--- src/rtl/qam_tx_pkg.sv ---
// +------------------------------------------------------------------------+
// | qam_tx_pkg : shared types, constants and carrier-table generator for   |
// |              the QAM transmitter datapath.                             |
// | Revision   : 1.0                                                       |
// +------------------------------------------------------------------------+
`default_nettype none

package qam_tx_pkg;

   localparam int PHASE_W_DEF = 4;
   localparam int COEF_W_DEF  = 12;
   localparam int QTR         = 2 ** (PHASE_W_DEF - 2);
   localparam int RND         = 2 ** (COEF_W_DEF - 2);

   typedef enum logic [0:0] {
      IDLE = 1'b0,
      RUN  = 1'b1
   } state_t;

   localparam longint PI_Q30 = 64'sd3373259426;

   // round(cos(2*pi*k/2^phase_w) * (2^(coef_w-1)-1)); integer Taylor series
   // on a first-quadrant angle so it folds to a constant at elaboration.
   function automatic logic signed [31:0] cos_coef(input int k, input int phase_w,
                                                   input int coef_w);
      longint n, quarter, quad, j, x, x2, term, acc, full, mag;
      n       = longint'(1) << phase_w;
      quarter = n >> 2;
      quad    = (longint'(k) % n) / quarter;
      j       = longint'(k) % quarter;
      if (quad == 1 || quad == 3)
         j = quarter - j;
      x    = (2 * PI_Q30 * j) / n;
      x2   = (x * x) >>> 30;
      term = longint'(1) << 30;
      acc  = term;
      for (int t = 1; t <= 8; t++) begin
         term = -(((term * x2) >>> 30) / longint'((2 * t - 1) * (2 * t)));
         acc  = acc + term;
      end
      full = (longint'(1) << (coef_w - 1)) - 1;
      mag  = (acc * full + (longint'(1) << 29)) >>> 30;
      if (quad == 1 || quad == 2)
         mag = -mag;
      return 32'(mag);
   endfunction

endpackage

`default_nettype wire

--- src/rtl/carrier_lut_rom.sv ---
// +------------------------------------------------------------------------+
// | carrier_lut_rom : registered cos/sin carrier lookup (pipeline S0).     |
// | Revision        : 1.0                                                  |
// +------------------------------------------------------------------------+
`default_nettype none

module carrier_lut_rom
   import qam_tx_pkg::*;
#(
   parameter int PHASE_W = 4,
   parameter int COEF_W  = 12
) (
   input  logic                     clk,
   input  logic                     rst_n,
   input  logic                     en,
   input  logic [PHASE_W-1:0]       phase,
   output logic signed [COEF_W-1:0] cos_out,
   output logic signed [COEF_W-1:0] sin_out
);

   localparam int                 N     = 2 ** PHASE_W;
   localparam logic [PHASE_W-1:0] QTR_L = PHASE_W'(N / 4);

   logic signed [COEF_W-1:0] cos_tab [N];
   logic [PHASE_W-1:0]       sin_idx;

   for (genvar g = 0; g < N; g++) begin : g_tab
      localparam logic signed [31:0] C = cos_coef(g, PHASE_W, COEF_W);
      assign cos_tab[g] = C[COEF_W-1:0];
   end

   // sin is cos a quarter period late; the index subtraction wraps mod N
   assign sin_idx = phase - QTR_L;

   always_ff @(posedge clk or negedge rst_n) begin
      if (!rst_n) begin
         cos_out <= '0;
         sin_out <= '0;
      end else if (en) begin
         cos_out <= cos_tab[phase];
         sin_out <= cos_tab[sin_idx];
      end
   end

endmodule

`default_nettype wire

--- src/rtl/carrier_mixer_iq.sv ---
// +------------------------------------------------------------------------+
// | carrier_mixer_iq : IQ carrier mixer, s = I*cos - Q*sin, SPS samples    |
// |                    per symbol. Define CARRIER_SAT_EN to saturate.      |
// | Revision         : 1.0                                                 |
// +------------------------------------------------------------------------+
`default_nettype none

module carrier_mixer_iq
   import qam_tx_pkg::*;
#(
   parameter int DATA_W  = 16,
   parameter int COEF_W  = 12,
   parameter int PHASE_W = 4,
   parameter int SPS     = 16
) (
   input  logic                     clk,
   input  logic                     rst_n,
   input  logic signed [DATA_W-1:0] in_i,
   input  logic signed [DATA_W-1:0] in_q,
   input  logic                     in_valid,
   output logic                     in_ready,
   output logic signed [DATA_W-1:0] out_data,
   output logic                     out_valid,
   input  logic                     out_ready,
   output logic                     out_first
);

   localparam int                       CNT_W  = $clog2(SPS);
   localparam int                       PROD_W = DATA_W + COEF_W;
   localparam int                       SUM_W  = PROD_W + 1;
   localparam logic [CNT_W-1:0]         LAST   = CNT_W'(SPS - 1);
   localparam logic signed [SUM_W-1:0]  RND_L  = SUM_W'(2 ** (COEF_W - 2));
   localparam logic signed [DATA_W-1:0] RES_HI = {1'b0, {(DATA_W - 1){1'b1}}};
   localparam logic signed [DATA_W-1:0] RES_LO = {1'b1, {(DATA_W - 1){1'b0}}};

   state_t                   state, state_nx;
   logic signed [DATA_W-1:0] sym_i, sym_q, sym_i_nx, sym_q_nx;
   logic [PHASE_W-1:0]       phase, phase_nx;
   logic [CNT_W-1:0]         count, count_nx;
   logic                     en, issue, ready_c;

   assign en    = !out_valid || out_ready;
   assign issue = en && (state == RUN);

   always_comb begin
      state_nx = state;
      sym_i_nx = sym_i;
      sym_q_nx = sym_q;
      phase_nx = phase;
      count_nx = count;
      ready_c  = 1'b0;
      case (state)
         IDLE: begin
            ready_c = en;
            if (in_valid && en) begin
               sym_i_nx = in_i;
               sym_q_nx = in_q;
               phase_nx = '0;
               count_nx = '0;
               state_nx = RUN;
            end
         end
         RUN: begin
            if (en) begin
               phase_nx = phase + 1'b1;
               count_nx = count + 1'b1;
               if (count == LAST) begin
                  // next symbol rides straight in; phase stays continuous
                  ready_c  = 1'b1;
                  count_nx = '0;
                  if (in_valid) begin
                     sym_i_nx = in_i;
                     sym_q_nx = in_q;
                  end else begin
                     state_nx = IDLE;
                  end
               end
            end
         end
         default: state_nx = IDLE;
      endcase
   end

   assign in_ready = rst_n && ready_c;

   always_ff @(posedge clk or negedge rst_n) begin
      if (!rst_n) begin
         state <= IDLE;
         sym_i <= '0;
         sym_q <= '0;
         phase <= '0;
         count <= '0;
      end else begin
         state <= state_nx;
         sym_i <= sym_i_nx;
         sym_q <= sym_q_nx;
         phase <= phase_nx;
         count <= count_nx;
      end
   end

   logic signed [COEF_W-1:0] cos_v, sin_v;
   logic signed [DATA_W-1:0] s0_i, s0_q;
   logic                     s0_valid, s0_first;

   carrier_lut_rom #(
      .PHASE_W (PHASE_W),
      .COEF_W  (COEF_W)
   ) u_lut (
      .clk     (clk),
      .rst_n   (rst_n),
      .en      (en),
      .phase   (phase),
      .cos_out (cos_v),
      .sin_out (sin_v)
   );

   logic signed [PROD_W-1:0] prod_i, prod_q;
   logic                     s1_valid, s1_first;

   always_ff @(posedge clk or negedge rst_n) begin
      if (!rst_n) begin
         s0_i     <= '0;
         s0_q     <= '0;
         s0_valid <= 1'b0;
         s0_first <= 1'b0;
         prod_i   <= '0;
         prod_q   <= '0;
         s1_valid <= 1'b0;
         s1_first <= 1'b0;
      end else if (en) begin
         s0_i     <= sym_i;
         s0_q     <= sym_q;
         s0_valid <= issue;
         s0_first <= issue && (count == '0);
         prod_i   <= s0_i * cos_v;
         prod_q   <= s0_q * sin_v;
         s1_valid <= s0_valid;
         s1_first <= s0_first;
      end
   end

   logic signed [SUM_W-1:0]  diff, sum;
   logic signed [DATA_W+1:0] shifted;
   logic signed [DATA_W-1:0] result;
   logic                     unused_bits;

   always_comb begin
      diff    = {prod_i[PROD_W-1], prod_i} - {prod_q[PROD_W-1], prod_q};
      sum     = diff + RND_L;
      shifted = sum[SUM_W-1:COEF_W-1];
      result  = shifted[DATA_W-1:0];
`ifdef CARRIER_SAT_EN
      if (shifted > RES_HI)
         result = RES_HI;
      else if (shifted < RES_LO)
         result = RES_LO;
`endif
   end

`ifdef CARRIER_SAT_EN
   assign unused_bits = ^sum[COEF_W-2:0];
`else
   assign unused_bits = ^{sum[COEF_W-2:0], shifted[DATA_W+1:DATA_W], RES_HI, RES_LO};
`endif

   always_ff @(posedge clk or negedge rst_n) begin
      if (!rst_n) begin
         out_data  <= '0;
         out_valid <= 1'b0;
         out_first <= 1'b0;
      end else if (en) begin
         out_data  <= result;
         out_valid <= s1_valid;
         out_first <= s1_first;
      end
   end

endmodule

`default_nettype wire

--- config.mk ---
export PLATFORM = sky130hd
export DESIGN_NAME = carrier_mixer_iq
export DESIGN_NICKNAME = d
export VERILOG_FILES = /design/src/rtl/qam_tx_pkg.sv /design/src/rtl/carrier_lut_rom.sv /design/src/rtl/carrier_mixer_iq.sv
export SDC_FILE = /design/constraint.sdc
export NUM_CORES = 1
export LEC_CHECK = 0
export ABC_AREA = 1
export CAP_MARGIN = 20
export CORE_MARGIN = 2
export CORE_UTILIZATION = 40
export DETAILED_ROUTE_END_ITERATION = 16
export PLACE_DENSITY = 0.66
export SLEW_MARGIN = 0
export SYNTH_ARGS = -nofsm -noshare
export SYNTH_HDL_FRONTEND = slang
export SYNTH_SLANG_ARGS = --single-unit
--- constraint.sdc ---
create_clock -name clk -period 6.1 [get_ports clk]
set_input_delay 1.22 -clock clk [delete_from_list [all_inputs] [get_ports clk]]
set_output_delay 1.22 -clock clk [all_outputs]
set_load 0.05 [all_outputs]
# Word-level counts from Yosys, hierarchy flattened
# Memories as Yosys holds them, arrays and structs flattened. A register that Yosys moved wholly into a read port is not among the register bits.
# Cells that the tools add are included.
[totals]
regBits = 149
latchBits = 0
mem_bits_rw = 0
rom_bits = 384
output_inout_bits = 19
word_cells = 68
mem_count = 2
[mem_list]
columns = ["name", "depth", "word_bits", "rd", "rd_clocked_by_memory_dff", "wr", "line", "text"]
rows = [
  ["(name not given)", 16, 12, 1, 1, 0, "carrier_lut_rom.sv:40", "cos_out <= cos_tab[phase];"],
  ["(name not given)", 16, 12, 1, 1, 0, "carrier_lut_rom.sv:41", "sin_out <= cos_tab[sin_idx];"],
]
[classes]
n_addsub = 5
n_mul = 2
n_div = 0
n_lt_le_gt_ge = 0
eq_ne = 5
n_shift = 0
mux = 24
n_bitwise = 3
reduce_logical = 11
[op_table]
columns = ["op", "count"]
rows = [
  ["$mux 16", 8],
  ["$pmux 16 s2", 2],
  ["$mul 16x12->27", 2],
  ["$add 27x12->27 const B", 1],
  ["$sub 27x27->27", 1],
  ["$mux 4", 4],
  ["$pmux 4 s2", 2],
  ["$not 4->5", 2],
  ["$add 4x1->4 const B", 2],
  ["$mux 1", 6],
  ["$eq 4x4->1 const B", 1],
  ["$logic_and 1x1->1", 4],
  ["$logic_not 4->1", 1],
  ["$ne 2x1->1 const B", 2],
  ["$ne 2x2->1 const B", 2],
  ["$pmux 1 s2", 2],
  ["$reduce_and 4->1", 1],
  ["$sub 4x3->4 const B", 1],
  ["$logic_not 1->1", 3],
  ["$reduce_and 2->1", 1],
  ["$logic_or 1x1->1", 1],
  ["$not 1->1", 1],
]

# Depth between registers and ports, before layout
[logic_depth]
ltp_word = 5
ltp_mapped = 26

# Hierarchy
# A second synthesis with hierarchy kept.
[unflattened]
cells_unflattened = 3078
area_unflattened_um2 = 23588.9
[modules_own_cells]
columns = ["module", "instances", "cells_per_inst", "area_each_um2"]
rows = [
  ["carrier_mixer_iq", 1, 2906, 22365.2],
  ["carrier_lut_rom", 1, 172, 1223.7],
]

# Worst setup path after synthesis
# OpenSTA, ideal clock, no wires.
[synth_path]
path_kind = "register to register"
startpoint = "reg u_lut.cos_out[0]"
endpoint = "reg prod_i[24]"
setup_ns = 0.117
arrival_ns = 4.805
path_slack_ns = 1.178
path_stages_with_launch = 24
n_path_buf = 2
cell_sequence = "dfrtp_1 -> clkbuf_1 -> clkbuf_1 -> nand2_1 -> fa_1 -> inv_1 -> ha_1 -> inv_1 -> fa_1 -> inv_1 -> fa_1 -> inv_1 -> fa_1 -> inv_1 -> ha_1 -> nand2_1 -> inv_1 -> nand2_1 -> nor3_1 -> nand4_1 -> nand3_1 -> nand2_1 -> nand3_1 -> nand2_1"
[synth_via]
elab_chain_cells = 1
[synth_lines]
columns = ["element", "line", "text"]
rows = [
  ["start: declaration", "carrier_lut_rom.sv:17", "output logic signed [COEF_W-1:0] cos_out,"],
  ["$mul 16x12->27", "carrier_mixer_iq.sv:136", "prod_i <= s0_i * cos_v;"],
  ["end signal: assignment", "carrier_mixer_iq.sv:136", ""],
  ["end: declaration", "carrier_mixer_iq.sv:118", "logic signed [PROD_W-1:0] prod_i, prod_q;"],
]
# No other way between the ends.
# A chain may end at the register's enable or synchronous reset.

# Worst setup path in the final report
[layout_path]
startpoint = "reg u_lut.sin_out[0]"
endpoint = "reg prod_q[23]"
[layout_via]
elab_chain_cells = 1
[layout_lines]
columns = ["element", "line", "text"]
rows = [
  ["start: declaration", "carrier_lut_rom.sv:18", "output logic signed [COEF_W-1:0] sin_out"],
  ["$mul 16x12->27", "carrier_mixer_iq.sv:137", "prod_q <= s0_q * sin_v;"],
  ["end signal: assignment", "carrier_mixer_iq.sv:137", ""],
  ["end: declaration", "carrier_mixer_iq.sv:118", ""],
]
# No other way between the ends.

==> flow_summary.yaml <==
run_status:
  status: "finished, final reports clean"
logic_synthesis:
  ys_seq_area_frac: 0.183
  synth_warnings: 0
  synth_compound_area_frac: 0.0531
  synth_nets: 3498
  synth_ff_type: "dfrtp_1"
  synth.mux.area_fraction: 0.0205
  synth_simple_gate_area_frac: 0.205
  synthDistinctLibCells: 51
  yosysMostFrequentCell: "nand2_1"
  yosys.area_share.xor_xnor: 0.00608
  synth.area.top_cells: "fa_1, dfrtp_1, nand2_1"
  synth_seq_cells: 169
  synth_top_area_frac: 0.302
  synth_edf_count: 0
  synth_top_family_by_area: "adder cells"
  synthTopCellsByCount: "nand2_1, inv_1, fa_1"
  synthArstFlopShare: 1.00
  synthAdderAreaFrac: 0.395
  syn_area_sq_um: 23100
  syn_avg_cell_area_sq_um: 7.84
  synth_top_area_cell: "fa_1"
  synthesis.instances: 2943
global_route:
  grt_max_degree: 83
  grt_pass1_vias: 17400
  antenna_found_initial: 0
  grt_pass1_wl_um: 90000
  grt_overflow: 0
  grt_usage: 0.190
floorplanning:
  die_h_um: 244
  top_level_ports: 55
  start_util: 0.402
  rows: 88
  dieWidth_um: 244
  design.die.area_sq_um: 59600
  core_sq_um: 57400
cts:
  cts_root_buf: "clkbuf_16"
  cts_hold_buf: 0
  clock_path_buffers: 2
  cts_sinks: 169
  clock_latency_ps: 490
  clk_pin_slew_ps: 70
  h-tree-depth: 4
  post_cts_buffers: 0
  cts_resized: 0
  cts_buffers: 17
  cts_tree: "done"
worst_setup_path:
  worstSetupStartpointType: "flop"
  cp-end-kind: "flop"
  arrival_ps: 5910
  critPathKind: "reg -> reg"
  slowest_stage: "dfrtp_1"
  slowest_delay_ps: 810
  worstPathCellList: "nand2_1 -> fa_1 -> inv_1 -> ha_1 -> inv_1 -> fa_1 -> inv_1 -> fa_1 -> fa_1 -> ha_1 -> nand2_1 -> nor3_1 -> nand4_1 -> nand3_1 -> nand2_1 -> nand3_1 -> nand2_1"
  path_max_fanout: 17
  cp_data_required_time_ps: 6480
  reg2reg_slack_ps: 570
routing:
  route.detailed.drc: 0
  vias: 17900
  viasPerCell: 4.82
  final_antenna_net_count: 0
  drt-pass1-iter-count: 7
  drt-total-wl_um: 54700
  wl_per_cell_um: 14.8
  drt_iter0_markers: 1196
sta:
  period_share: 0.906
  hold_viol_final: 0
  rsz0062_at_grt: "false"
  max_freq_mhz: 181
  setup_viol: 0
  slew_headroom: 0.404
  fin_crit_ps: 5530
  setup_tns_ps: 0
  worst-slew-pin-transition_ps: 894
  drv_slew: 0
  finClkSkew_ps: 14.4
finish:
  antenna_cells: 0
  drive_above_1_share: 0.0388
  num-nets-final: 3479
  utilization: 0.433
  fin_area_sq_um: 24800
  nFillCells: 5786
  syn_to_final_growth_pct: 7.64
min_path:
  worstHoldPathType: "reg -> reg"
placed_design:
  place.gp.congestion: 0.916
  dpl.hpwl_um: 45700
  io_buffers: 54
  place_area_sq_um: 24200
job:
  cap_violations: 0
[critical path, delay by kind of cell (launching register included)]
kind                     cells  cell delay (ps)
adder cells (fa/ha/maj)      6             2920
buffers and inverters        3              310
flip-flops                   1              810
AND/OR/NAND/NOR              8             1370
[layout make-up]
type,instances,area (sq um),share of cell area
inverter,725,2720,0.110
sequential,169,4230,0.170
tap,765,957,0.0386
multi-input combinational,1946,15700,0.632
timing repair buffer,65,627,0.0253
clock buffer,19,453,0.0182
clock inverter,13,154,0.00620
[cell families after synthesis]
family / Yosys count
flip-flops: 169
XOR/XNOR: 16
AND/OR/NAND/NOR: 1157
buffers and inverters: 828
multiplexers: 32
AO/OA/AOI/OAI: 222
adder cells (fa/ha/maj): 519
[sequential cells by signal (all words and copies together) (netlist names)]
signal	cells
prod_i	27
prod_q	27
out_data	16
s0_i	16
s0_q	16
sym_i	16
sym_q	16
u_lut.cos_out	10
u_lut.sin_out	10
count	4
phase	4
out_first	1
out_valid	1
s0_first	1
s0_valid	1
s1_first	1
s1_valid	1
state	1
[per-layer routing]
| layer | wire length (um) | track usage | share of wire |
|---|---|---|---|
| met5 | 0 | 0 | 0 |
| met4 | 854 | 0.0412 | 0.016 |
| met3 | 2610 | 0.0338 | 0.048 |
| met2 | 26200 | 0.312 | 0.48 |
| met1 | 24900 | 0.261 | 0.46 |
[placed cells by master, fill, tap and decap left out, types with 10 or more instances in the layout]
cell type and count:
clkdlybuf4s50_1 53, o21ai_1 17, nor2_1 116, nand3b_1 16, buf_4 11, fa_1 348
nor3_1 14, nand2_1 844, o21ai_0 91, nand3_1 109, dfrtp_1 169, nand4_1 25
ha_1 171, o21bai_1 10, clkbuf_16 17, a21oi_1 74, inv_1 718, mux2_4 30
[through the flow]
step / worst slack [ps] / hold slack, ps / std cells
2_1_floorplan: 1180 / 420 / 2943
4_1_cts: 664 / 457 / 3702
3_5_place_dp: 672 / 438 / 3670
5_1_grt: 240 / 499 / 3702
3_3_place_gp: 689 / 435 / 3670
6_report: 572 / 457 / 3702
[final timing paths]
check | from | endpoint | depth (start not counted)
hold / removal | s1_valid | out_valid | 2
setup / recovery | u_lut.sin_out[0] | prod_q[23] | 17
max in group asynchronous | rst_n | prod_i[19] | 3
setup reg to reg | u_lut.sin_out[0] | prod_q[23] | 17
min in group asynchronous | rst_n | count[1] | 1
hold reg to reg | s1_valid | out_valid | 2
Power is not shown: default switching activity piles up to over one toggle a cycle in this logic, so the estimate is an artifact.
